## src/rtl/ber_window_counter_pkg.sv

```systemverilog
`default_nettype none
// ============================================================================
//  Package     : ber_pkg
//  Description : Shared types, default sizing and helper functions for the
//                BER window counter and its LCD-side consumers.
//  Revision    : 1.0 - initial release
// ============================================================================
package ber_pkg;

  // Counting state: bytes are discarded in WARMUP and accumulated in COUNT
  typedef enum logic [0:0] {
    WARMUP = 1'b0,
    COUNT  = 1'b1
  } state_t;

  localparam int C_DEF_DW          = 8;
  localparam int C_DEF_WINDOW_BITS = 1_048_576;
  localparam int C_DEF_SKIP_BYTES  = 64;
  localparam int C_DEF_GAP_TIMEOUT = 1024;

  // Ceiling log2; clog2(N+1) gives the width that can hold the value N
  function automatic int clog2(input int value);
    int r;
    r = 0;
    while ((64'd1 << r) < 64'(value)) r++;
    return r;
  endfunction

endpackage : ber_pkg
`default_nettype wire

```

## src/rtl/ber_window_counter_if.sv

```systemverilog
`default_nettype none
// ============================================================================
//  Interface   : ber_window_counter_if
//  Description : Raw sent/received byte tap plus the snapshot valid/ack
//                handshake towards the BER formatter.
//  Revision    : 1.0 - initial release
// ============================================================================
interface ber_window_counter_if #(
  parameter int DW = ber_pkg::C_DEF_DW,
  parameter int CW = ber_pkg::clog2(ber_pkg::C_DEF_WINDOW_BITS + 1)
);

  logic          valid_i;
  logic [DW-1:0] sent_data;
  logic [DW-1:0] recv_data;
  logic          snap_valid;
  logic          snap_ack;
  logic [CW-1:0] snap_bits;
  logic [CW-1:0] snap_errs;
  logic          snap_overrun;
  logic          in_sync;

  // Producer of raw bytes and consumer of snapshots
  modport master (
    output valid_i, sent_data, recv_data, snap_ack,
    input  snap_valid, snap_bits, snap_errs, snap_overrun, in_sync
  );

  // The counter itself
  modport slave (
    input  valid_i, sent_data, recv_data, snap_ack,
    output snap_valid, snap_bits, snap_errs, snap_overrun, in_sync
  );

endinterface : ber_window_counter_if
`default_nettype wire

```

## src/rtl/ber_window_counter_popcount.sv

```systemverilog
`default_nettype none
// ============================================================================
//  Module      : popcount
//  Description : Combinational population count of a DW-bit vector.
//  Revision    : 1.0 - initial release
// ============================================================================
module popcount #(
  parameter int DW = ber_pkg::C_DEF_DW,
  parameter int PW = ber_pkg::clog2(DW + 1)
) (
  input  wire logic [DW-1:0] i_diff,
  output logic      [PW-1:0] o_pop
);

  // Sum the set bits of the difference vector
  always_comb begin
    o_pop = '0;
    for (int i = 0; i < DW; i++) begin
      o_pop = o_pop + PW'(i_diff[i]);
    end
  end

endmodule : popcount
`default_nettype wire

```

## src/rtl/ber_window_counter.sv

```systemverilog
`default_nettype none
// ============================================================================
//  Module      : ber_window_counter
//  Description : Bit-error counter over fixed windows of raw sent/received
//                bytes. Three-stage pipeline (xor, popcount, accumulate),
//                warm-up discard after start/clear/link gap, and a
//                valid/ack snapshot register with sticky overrun flag.
//  Revision    : 1.0 - initial release
// ============================================================================
module ber_window_counter
  import ber_pkg::*;
#(
  parameter int DW          = C_DEF_DW,
  parameter int WINDOW_BITS = C_DEF_WINDOW_BITS,
  parameter int CW          = clog2(WINDOW_BITS + 1),
  parameter int SKIP_BYTES  = C_DEF_SKIP_BYTES,
  parameter int GAP_TIMEOUT = C_DEF_GAP_TIMEOUT
) (
  input  wire logic           CLK,
  input  wire logic           nRST,
  input  wire logic           clear,
  ber_window_counter_if.slave bus
);

  localparam int PW  = clog2(DW + 1);
  // Skip counter only ever holds 0..SKIP_BYTES-1, gap counter 0..GAP_TIMEOUT-1
  localparam int SKW = (SKIP_BYTES  > 1) ? clog2(SKIP_BYTES)  : 1;
  localparam int GW  = (GAP_TIMEOUT > 1) ? clog2(GAP_TIMEOUT) : 1;

  localparam logic [CW-1:0]  c_WIN       = CW'(WINDOW_BITS);
  localparam logic [CW-1:0]  c_DW        = CW'(DW);
  localparam logic [SKW-1:0] c_SKIP_LAST = SKW'(SKIP_BYTES - 1);
  localparam logic [GW-1:0]  c_GAP_LAST  = GW'(GAP_TIMEOUT - 1);

  // Pipeline registers
  logic [DW-1:0]  r_diff;
  logic           r_v1;
  logic [PW-1:0]  r_pop;
  logic           r_v2;
  logic [PW-1:0]  w_pop;

  // Accumulation state
  state_t         r_state;
  logic           r_in_sync;
  logic [SKW-1:0] r_skip_cnt;
  logic [GW-1:0]  r_gap_cnt;
  logic [CW-1:0]  r_bit_acc;
  logic [CW-1:0]  r_err_acc;
  logic           r_evt;
  logic [CW-1:0]  r_evt_errs;

  // Snapshot register
  logic           r_snap_valid;
  logic [CW-1:0]  r_snap_bits;
  logic [CW-1:0]  r_snap_errs;
  logic           r_snap_overrun;

  logic [CW-1:0]  w_bit_next;
  logic [CW-1:0]  w_err_next;

  assign w_bit_next = r_bit_acc + c_DW;
  assign w_err_next = r_err_acc + CW'(r_pop);

  // P1: difference of sent and received byte
  always_ff @(posedge CLK or negedge nRST) begin
    if (!nRST) begin
      r_diff <= '0;
      r_v1   <= 1'b0;
    end else if (clear) begin
      r_diff <= '0;
      r_v1   <= 1'b0;
    end else begin
      r_diff <= bus.sent_data ^ bus.recv_data;
      r_v1   <= bus.valid_i;
    end
  end

  popcount #(
    .DW (DW),
    .PW (PW)
  ) u_popcount (
    .i_diff (r_diff),
    .o_pop  (w_pop)
  );

  // P2: error bits in the byte
  always_ff @(posedge CLK or negedge nRST) begin
    if (!nRST) begin
      r_pop <= '0;
      r_v2  <= 1'b0;
    end else if (clear) begin
      r_pop <= '0;
      r_v2  <= 1'b0;
    end else begin
      r_pop <= w_pop;
      r_v2  <= r_v1;
    end
  end

  // P3: warm-up skipping, window accumulation and link-gap abort
  always_ff @(posedge CLK or negedge nRST) begin
    if (!nRST) begin
      r_state    <= WARMUP;
      r_in_sync  <= 1'b0;
      r_skip_cnt <= '0;
      r_gap_cnt  <= '0;
      r_bit_acc  <= '0;
      r_err_acc  <= '0;
      r_evt      <= 1'b0;
      r_evt_errs <= '0;
    end else if (clear) begin
      r_state    <= WARMUP;
      r_in_sync  <= 1'b0;
      r_skip_cnt <= '0;
      r_gap_cnt  <= '0;
      r_bit_acc  <= '0;
      r_err_acc  <= '0;
      r_evt      <= 1'b0;
      r_evt_errs <= '0;
    end else begin
      r_evt <= 1'b0;
      case (r_state)
        WARMUP: begin
          if (SKIP_BYTES == 0) begin
            r_state   <= COUNT;
            r_in_sync <= 1'b1;
          end else if (r_v2) begin
            // The byte that completes the warm-up is itself discarded
            if (r_skip_cnt == c_SKIP_LAST) begin
              r_skip_cnt <= '0;
              r_state    <= COUNT;
              r_in_sync  <= 1'b1;
            end else begin
              r_skip_cnt <= r_skip_cnt + SKW'(1);
            end
          end
        end
        COUNT: begin
          if (r_v2) begin
            r_gap_cnt <= '0;
            if (w_bit_next == c_WIN) begin
              // Window complete: hand the total to the snapshot stage
              r_evt      <= 1'b1;
              r_evt_errs <= w_err_next;
              r_bit_acc  <= '0;
              r_err_acc  <= '0;
            end else begin
              r_bit_acc <= w_bit_next;
              r_err_acc <= w_err_next;
            end
          end else if (r_gap_cnt == c_GAP_LAST) begin
            // Link went quiet: drop the partial window and resynchronise
            r_gap_cnt <= '0;
            r_bit_acc <= '0;
            r_err_acc <= '0;
            r_state   <= WARMUP;
            r_in_sync <= 1'b0;
          end else begin
            r_gap_cnt <= r_gap_cnt + GW'(1);
          end
        end
        default: begin
          r_state   <= WARMUP;
          r_in_sync <= 1'b0;
        end
      endcase
    end
  end

  // Snapshot register: load on window completion, release on ack
  always_ff @(posedge CLK or negedge nRST) begin
    if (!nRST) begin
      r_snap_valid   <= 1'b0;
      r_snap_bits    <= '0;
      r_snap_errs    <= '0;
      r_snap_overrun <= 1'b0;
    end else if (clear) begin
      // Data is left in place so the display keeps its last reading
      r_snap_valid   <= 1'b0;
      r_snap_overrun <= 1'b0;
    end else if (r_evt) begin
      r_snap_valid <= 1'b1;
      r_snap_bits  <= c_WIN;
      r_snap_errs  <= r_evt_errs;
      // Overwriting only counts as overrun when the old one was not taken
      if (r_snap_valid && !bus.snap_ack) begin
        r_snap_overrun <= 1'b1;
      end
    end else if (r_snap_valid && bus.snap_ack) begin
      r_snap_valid <= 1'b0;
    end
  end

  assign bus.snap_valid   = r_snap_valid;
  assign bus.snap_bits    = r_snap_bits;
  assign bus.snap_errs    = r_snap_errs;
  assign bus.snap_overrun = r_snap_overrun;
  assign bus.in_sync      = r_in_sync;

endmodule : ber_window_counter
`default_nettype wire

```

## src/flat_wrapper.sv

```systemverilog
// flat-port wrapper written by rule: the top's interface ports become plain ports
module ber_window_counter_flat import ber_pkg::*;
#(
  parameter int DW          = C_DEF_DW,
  parameter int WINDOW_BITS = C_DEF_WINDOW_BITS,
  parameter int CW          = clog2(WINDOW_BITS + 1),
  parameter int SKIP_BYTES  = C_DEF_SKIP_BYTES,
  parameter int GAP_TIMEOUT = C_DEF_GAP_TIMEOUT
)
  (CLK, nRST, clear, bus_valid_i, bus_sent_data, bus_recv_data, bus_snap_ack, bus_snap_valid, bus_snap_bits, bus_snap_errs, bus_snap_overrun, bus_in_sync);
  ber_window_counter_if #(.DW(DW), .CW(CW)) bus_i ();
  input  wire logic CLK;
  input  wire logic nRST;
  input  wire logic clear;
  input wire logic [$bits(bus_i.valid_i)-1:0] bus_valid_i;
  input wire logic [$bits(bus_i.sent_data)-1:0] bus_sent_data;
  input wire logic [$bits(bus_i.recv_data)-1:0] bus_recv_data;
  input wire logic [$bits(bus_i.snap_ack)-1:0] bus_snap_ack;
  output wire logic [$bits(bus_i.snap_valid)-1:0] bus_snap_valid;
  output wire logic [$bits(bus_i.snap_bits)-1:0] bus_snap_bits;
  output wire logic [$bits(bus_i.snap_errs)-1:0] bus_snap_errs;
  output wire logic [$bits(bus_i.snap_overrun)-1:0] bus_snap_overrun;
  output wire logic [$bits(bus_i.in_sync)-1:0] bus_in_sync;
  assign bus_i.valid_i = bus_valid_i;
  assign bus_i.sent_data = bus_sent_data;
  assign bus_i.recv_data = bus_recv_data;
  assign bus_i.snap_ack = bus_snap_ack;
  assign bus_snap_valid = bus_i.snap_valid;
  assign bus_snap_bits = bus_i.snap_bits;
  assign bus_snap_errs = bus_i.snap_errs;
  assign bus_snap_overrun = bus_i.snap_overrun;
  assign bus_in_sync = bus_i.in_sync;
  ber_window_counter #(.DW(DW), .WINDOW_BITS(WINDOW_BITS), .CW(CW), .SKIP_BYTES(SKIP_BYTES), .GAP_TIMEOUT(GAP_TIMEOUT)) u_core (.CLK(CLK), .nRST(nRST), .clear(clear), .bus(bus_i));
endmodule
```

## config.mk

```make
export PLATFORM = sky130hd
export DESIGN_NAME = ber_window_counter_flat
export DESIGN_NICKNAME = d
export VERILOG_FILES = /design/src/rtl/ber_window_counter_pkg.sv /design/src/rtl/ber_window_counter_if.sv /design/src/rtl/ber_window_counter_popcount.sv /design/src/rtl/ber_window_counter.sv /design/src/flat_wrapper.sv
export SDC_FILE = /design/constraint.sdc
export NUM_CORES = 1
export LEC_CHECK = 0
export BUFFER_PORTS_ARGS = -buffer_cell sky130_fd_sc_hd__clkbuf_2
export CAP_MARGIN = 30
export CORE_MARGIN = 4
export CORE_UTILIZATION = 40
export CTS_CLUSTER_DIAMETER = 50
export CTS_CLUSTER_SIZE = 24
export DETAILED_ROUTE_END_ITERATION = 12
export HOLD_SLACK_MARGIN = 0.02
export SYNTH_ARGS = -nofsm -noshare
export SYNTH_HDL_FRONTEND = slang
export SYNTH_SLANG_ARGS = --single-unit
```

## constraint.sdc

```tcl
create_clock -name CLK -period 3.1 [get_ports CLK]
set_clock_uncertainty 0.1 [all_clocks]
set_input_delay 0.775 -clock CLK [delete_from_list [all_inputs] [get_ports CLK]]
set_output_delay 0.775 -clock CLK [all_outputs]
set_load 0.01 [all_outputs]
```

Word level (Yosys, flattened, before mapping)
Cells that the tools add are included.
{ "totals": {"register_bits": 120, "in_bits": 21, "output_inout_bits": 45, "elab_cells": 101} }
{ "op_classes": {"n_addsub": 11, "eq_ne": 8, "n_mux": 47, "bitwise": 3, "n_reduce_logical": 16} }
{ "op_table": {"columns": ["cell", "count"], "rows": [
  ["$mux 21", 13],
  ["$mux 10", 4],
  ["$mux 6", 4],
  ["$mux 1", 22],
  ["$add 21x4->21", 1],
  ["$add 21x4->21 const B", 1],
  ["$eq 21x21->1 const B", 1],
  ["$add 4x1->4", 4],
  ["$add 10x1->10 const B", 1],
  ["$eq 10x10->1 const B", 1],
  ["$reduce_bool 2->1", 5],
  ["$mux 8", 1],
  ["$reduce_and 2->1", 4],
  ["$xor 8x8->8", 1],
  ["$add 6x1->6 const B", 1],
  ["$eq 6x6->1 const B", 1],
  ["$ne 3x2->1 const B", 2],
  ["$ne 3x3->1 const B", 2],
  ["$reduce_bool 3->1", 2],
  ["$add 3x1->4", 1],
  ["$mux 4", 1],
  ["$pmux 1 s2", 2],
  ["$reduce_and 4->1", 1],
  ["$add 2x1->3", 1],
  ["other kinds (6)", 8]
]} }

Logic depth before layout (Yosys ltp)
{ "logic_depth": {"ltp_word": 8, "ltp_mapped": 10, "mapped_depth_nobuf": 10} }

Hierarchy
Synthesis repeated with hierarchy kept, for this count alone.
{ "hier_totals": {"cells_unflattened": 700, "area_unflattened_um2": 6612.6} }
{ "modules_own_cells": {"columns": ["module", "instances", "cells_each", "area_per_inst_um2", "seq_area_each_um2"], "rows": [
  ["ber_window_counter", 1, 676, 6422.4, 2927.8],
  ["popcount", 1, 24, 190.2, 0.0]
]} }

Worst setup path before layout
Ideal clock, no wire load.
{ "synth_path": {"kind": "reg-to-reg", "start": "reg u_core.r_diff[0]", "end": "reg u_core.r_pop[2]", "setup_ns": 0.132, "arrival_time_ns": 2.598, "required_ns": 2.868, "slack_ns": 0.270, "stages_incl_launch_ff": 11, "n_path_buf": 0, "period_less_slack_ns": 2.830, "cell_sequence": "dfrtp_1 fa_1 inv_1 fa_1 fa_1 inv_1 ha_1 inv_1 fa_1 xor2_1 nor2_1"} }
{ "synth_between": {"elab_chain_cells": 8} }
{ "synth_rtl": {"columns": ["element", "line_no", "text"], "rows": [
  ["from (decl)", "ber_window_counter.sv:36", "logic [DW-1:0] r_diff;"],
  ["from (signal assigned)", "ber_window_counter.sv:73", "r_diff <= bus.sent_data ^ bus.recv_data;"],
  ["$add 1x1->2", "ber_window_counter_popcount.sv:19", "o_pop = o_pop + PW'(i_diff[i]);"],
  ["$add 2x1->3", "ber_window_counter_popcount.sv:19", null],
  ["$add 3x1->4", "ber_window_counter_popcount.sv:19", null],
  ["$add 4x1->4 (4 in series)", "ber_window_counter_popcount.sv:19", null],
  ["$mux 4", "ber_window_counter.sv:91", "end else if (clear) begin"],
  ["to (signal assigned)", "ber_window_counter.sv:95", "r_pop <= w_pop;"],
  ["to (decl)", "ber_window_counter.sv:38", "logic [PW-1:0] r_pop;"]
]} }
No other way between the ends.
A chain may end at the register's enable or synchronous reset.

Final worst setup path
Same ends and word-level chain as after synthesis.

==> metrics.md <==
| Metric | Value |
|---|---|
| Most used cell, CP | fa_1 |
| Cells after synthesis | 608 |
| Post-route cell area | 0.00723 mm2 |
| Fill cell count | 1,393 |
| Uppermost layer routed | met4 |
| Final hold slack | 0.152 ns |
| Footprint of the multi-input gates | 0.00294 mm2 |
| Setup violators final | 0 |
| Worst Slack Setup Final | 0.160 ns |
| Most common cell in the netlist | dfrtp_1 |
| Synth Flop Type | dfrtp_1 |
| Peak supply drop | 0.361 mV |
| H-tree depth | 4 |
| Final Util | 47.8% |
| PD cells | 522 mW/mm2 |
| Placed Area | 0.00657 mm2 |
| Flops & latches, synth | 117 |
| Nets | 705 |
| Crit-path cells | fa_1 > inv_1 > fa_1 > fa_1 > inv_1 > ha_2 > inv_1 > fa_1 > xor2_1 > nor2_1 |
| Post-Place Cells | 832 |
| Min Tclk post-route | 2.94 ns |
| Crit path capture type | register |
| Worst-Margin Slew | 0.646 ns |
| GPL Wtd Cong | 0.788 |
| Vias per cell | 5.27 |
| First-pass GRT wire length | 22,400 um |
| ANT cells | 0 |
| Slew headroom | 56.8% |
| EDFF count, synth | 0 |
| Hold WC Path Type | input pin to async pin |
| Yosys top cell by area | dfrtp_1 |
| Final wirelength | 13,000 um |
| DRT Pass-1 Iters | 5 |
| Die area | 0.0174 mm2 |
| Synth Cell Area | 0.00616 mm2 |
| Syn avg cell area | 10.1 um2 |
| Via count | 4,583 |
| CP startpoint kind | register |
| Post-DP HPWL | 8800 um |
| Register area share after synthesis | 47.6% |
| I/O pins | 66 |
| Vias in the first global route | 4,635 |
| Area contributors post-synth | dfrtp_1, nor2_1, mux2_2, xnor2_1, mux2i_1 |
| Final ANT Viol Nets | 0 |
| Total grt overflow | 0 |
| Reg2reg start | u_core.r_diff[0] |
| Clk_lat worst skew | 0.42 ns |
| Unique masters post-synth | 63 |
| Crit Reg-Reg Endpoint | u_core.r_pop[2] |
| Worst slack, placed | 0.142 ns |
| Setup TNS Final | 0 ns |
| Hold Vio Cnt, Final | 0 |
| RSZ-0062 raised after global routing | no |
| Clk slew on worst S/H paths | 0.05 ns |
| CP max stage cell | fa_1 |
| CP Buf/Inv Count | 3 |
| Tot Pwr | 3.78 mW |
| Number of cell rows | 45 |
| Most common library cells after synthesis | dfrtp_1, nor2_1, nand2_1 |
| Kind of critical path | register to register |
| Total clock buffers created by CTS | 17 |
| Sink Count | 117 |
| Core area | 0.0151 mm2 |
| WP data required | 3.29 ns |
| Max Root-Sink Buffers | 2 |
| Area delta synth->final | 17.5% |
| Finished Layout Cells | 870 |
| Yosys warnings | 0 |
| WL/cell | 14.9 um |
| Hold-fix buffers at CTS | 0 |
| # DRC | 0 |
| Die height | 132 um |
| Max Cap Violations | 0 |
| Met2 WL | 6320 um |
| CTS tree | built |
| R2R Setup Slk | 0.16 ns |
| Share of layout cells above drive strength 1 | 20.4% |
| Initial antenna violation count | 0 |
| PortBufs | 45 |
| DRT met1 WL | 5810 um |
| Horiz. Die Dim | 132 um |
| Lkg Pwr | 3.57 nW |
| Period utilization | 94.8% |
| Reg2Reg Depth | 10 |
| Initial core utilization | 40.6% |
| Worst path max stage delay | 0.53 ns |
| FF+latch area | 0.00293 mm2 |
| Arrival time worst endpoint | 3.13 ns |
| Total routing usage reported by global routing | 15.6% |
| Top-area cell type share of the netlist area | 47.6% |
| Met3 wire length | 625 um |
| Root Buffer | clkbuf_16 |
| Status | complete, no violations |
| Peak Freq | 340 MHz |
| Drt first-iter violations | 287 |
| FFs w/ async S/R, synth | 100% |
| Crit path max fanout | 2 |
| Final Max Tran Viols | 0 |
| Largest net degree at the start of global routing | 68 |
| Crit path max-delay family | adder cells |
[worst register-to-register path: stages (launching register included)]
cell	delay, ns
dfrtp_1	0.38
fa_1	0.53
inv_1	0.05
fa_1	0.49
fa_1	0.42
inv_1	0.08
ha_2	0.17
inv_1	0.05
fa_1	0.37
xor2_1	0.13
nor2_1	0.05
[metal layers]
layer	track usage, %	up-vias
met3	4.31	20
met5	0	-
met1	19.7	2247
met4	6.18	0
li1	-	2221
met2	25.6	95
[kinds of logic after synthesis]
| logic type | count (synthesis) | synth area share, % |
|---|---|---|
| simple gates | 226 | 18.5 |
| flops | 117 | 47.6 |
| compound gates | 109 | 12.9 |
| buf+inv | 69 | 6.02 |
| mux | 38 | 6.61 |
| xor+xnor | 33 | 4.70 |
| fa+ha+maj | 15 | 3.66 |
| other cells | 1 | 0.0609 |
[cell type report]
class | count | area share [%]
multi-input combinational | 441 | 40.6
sequential | 117 | 40.5
clock buffer | 24 | 6.80
timing repair buffer | 70 | 6.09
tap | 188 | 3.25
clock inverter | 8 | 1.68
inverter | 22 | 1.14
[registers in the layout, summed over array words and instances (netlist names), 4 cells and up]
register	flops
u_core.r_pop	4
u_core.r_evt_errs	21
u_core.r_bit_acc	18
u_core.r_err_acc	21
u_core.r_diff	8
u_core.bus.snap_errs	21
u_core.r_skip_cnt	6
u_core.r_gap_cnt	10
[worst max-delay path by stage]
stage,start,endpoint,slack [ns],cells past startpoint
CTS,u_core.r_bit_acc[6],u_core.r_evt_errs[17],0.14,8
detailed placement,u_core.r_diff[0],u_core.r_pop[2],0.14,10
global route,u_core.r_diff[0],u_core.r_pop[2],0.003,10
finish,u_core.r_diff[0],u_core.r_pop[2],0.16,10
floorplan,u_core.r_diff[0],u_core.r_pop[2],0.27,10
global placement,u_core.r_diff[0],u_core.r_pop[2],0.22,10
[cells in the final DEF (no fill, tap or decap), drive strengths merged, types with 7 or more instances in the layout]
cell type / Yosys / final
dfrtp: 117 / 117
nor2: 73 / 73
clkbuf: 15 / 68
nand2: 45 / 45
o21ai: 29 / 29
nand3: 26 / 26
buf: 32 / 26
a21oi: 25 / 25
xnor2: 24 / 24
inv: 22 / 22
mux2: 21 / 21
conb: 1 / 20
and3: 19 / 19
mux2i: 17 / 17
a22o: 12 / 12
nor3: 10 / 10
ha: 10 / 10
xor2: 9 / 9
nand2b: 8 / 8
nor2b: 7 / 7
nand4: 7 / 7
[power breakdown]
| group | internal (mW) | leakage [nW] | total (mW) | switching (mW) |
|---|---|---|---|---|
| registers | 1.55 | 1.62 | 1.56 | 0.0106 |
| logic | 0.0692 | 1.65 | 0.195 | 0.126 |
| clock network | 1.34 | 0.300 | 2.02 | 0.679 |
[timing repair]
action,in CTS,in global routing
buffers inserted,0,6
endpoints found under the setup margin,0,15
resized for setup,0,1
(Power assumes the default switching activity.)
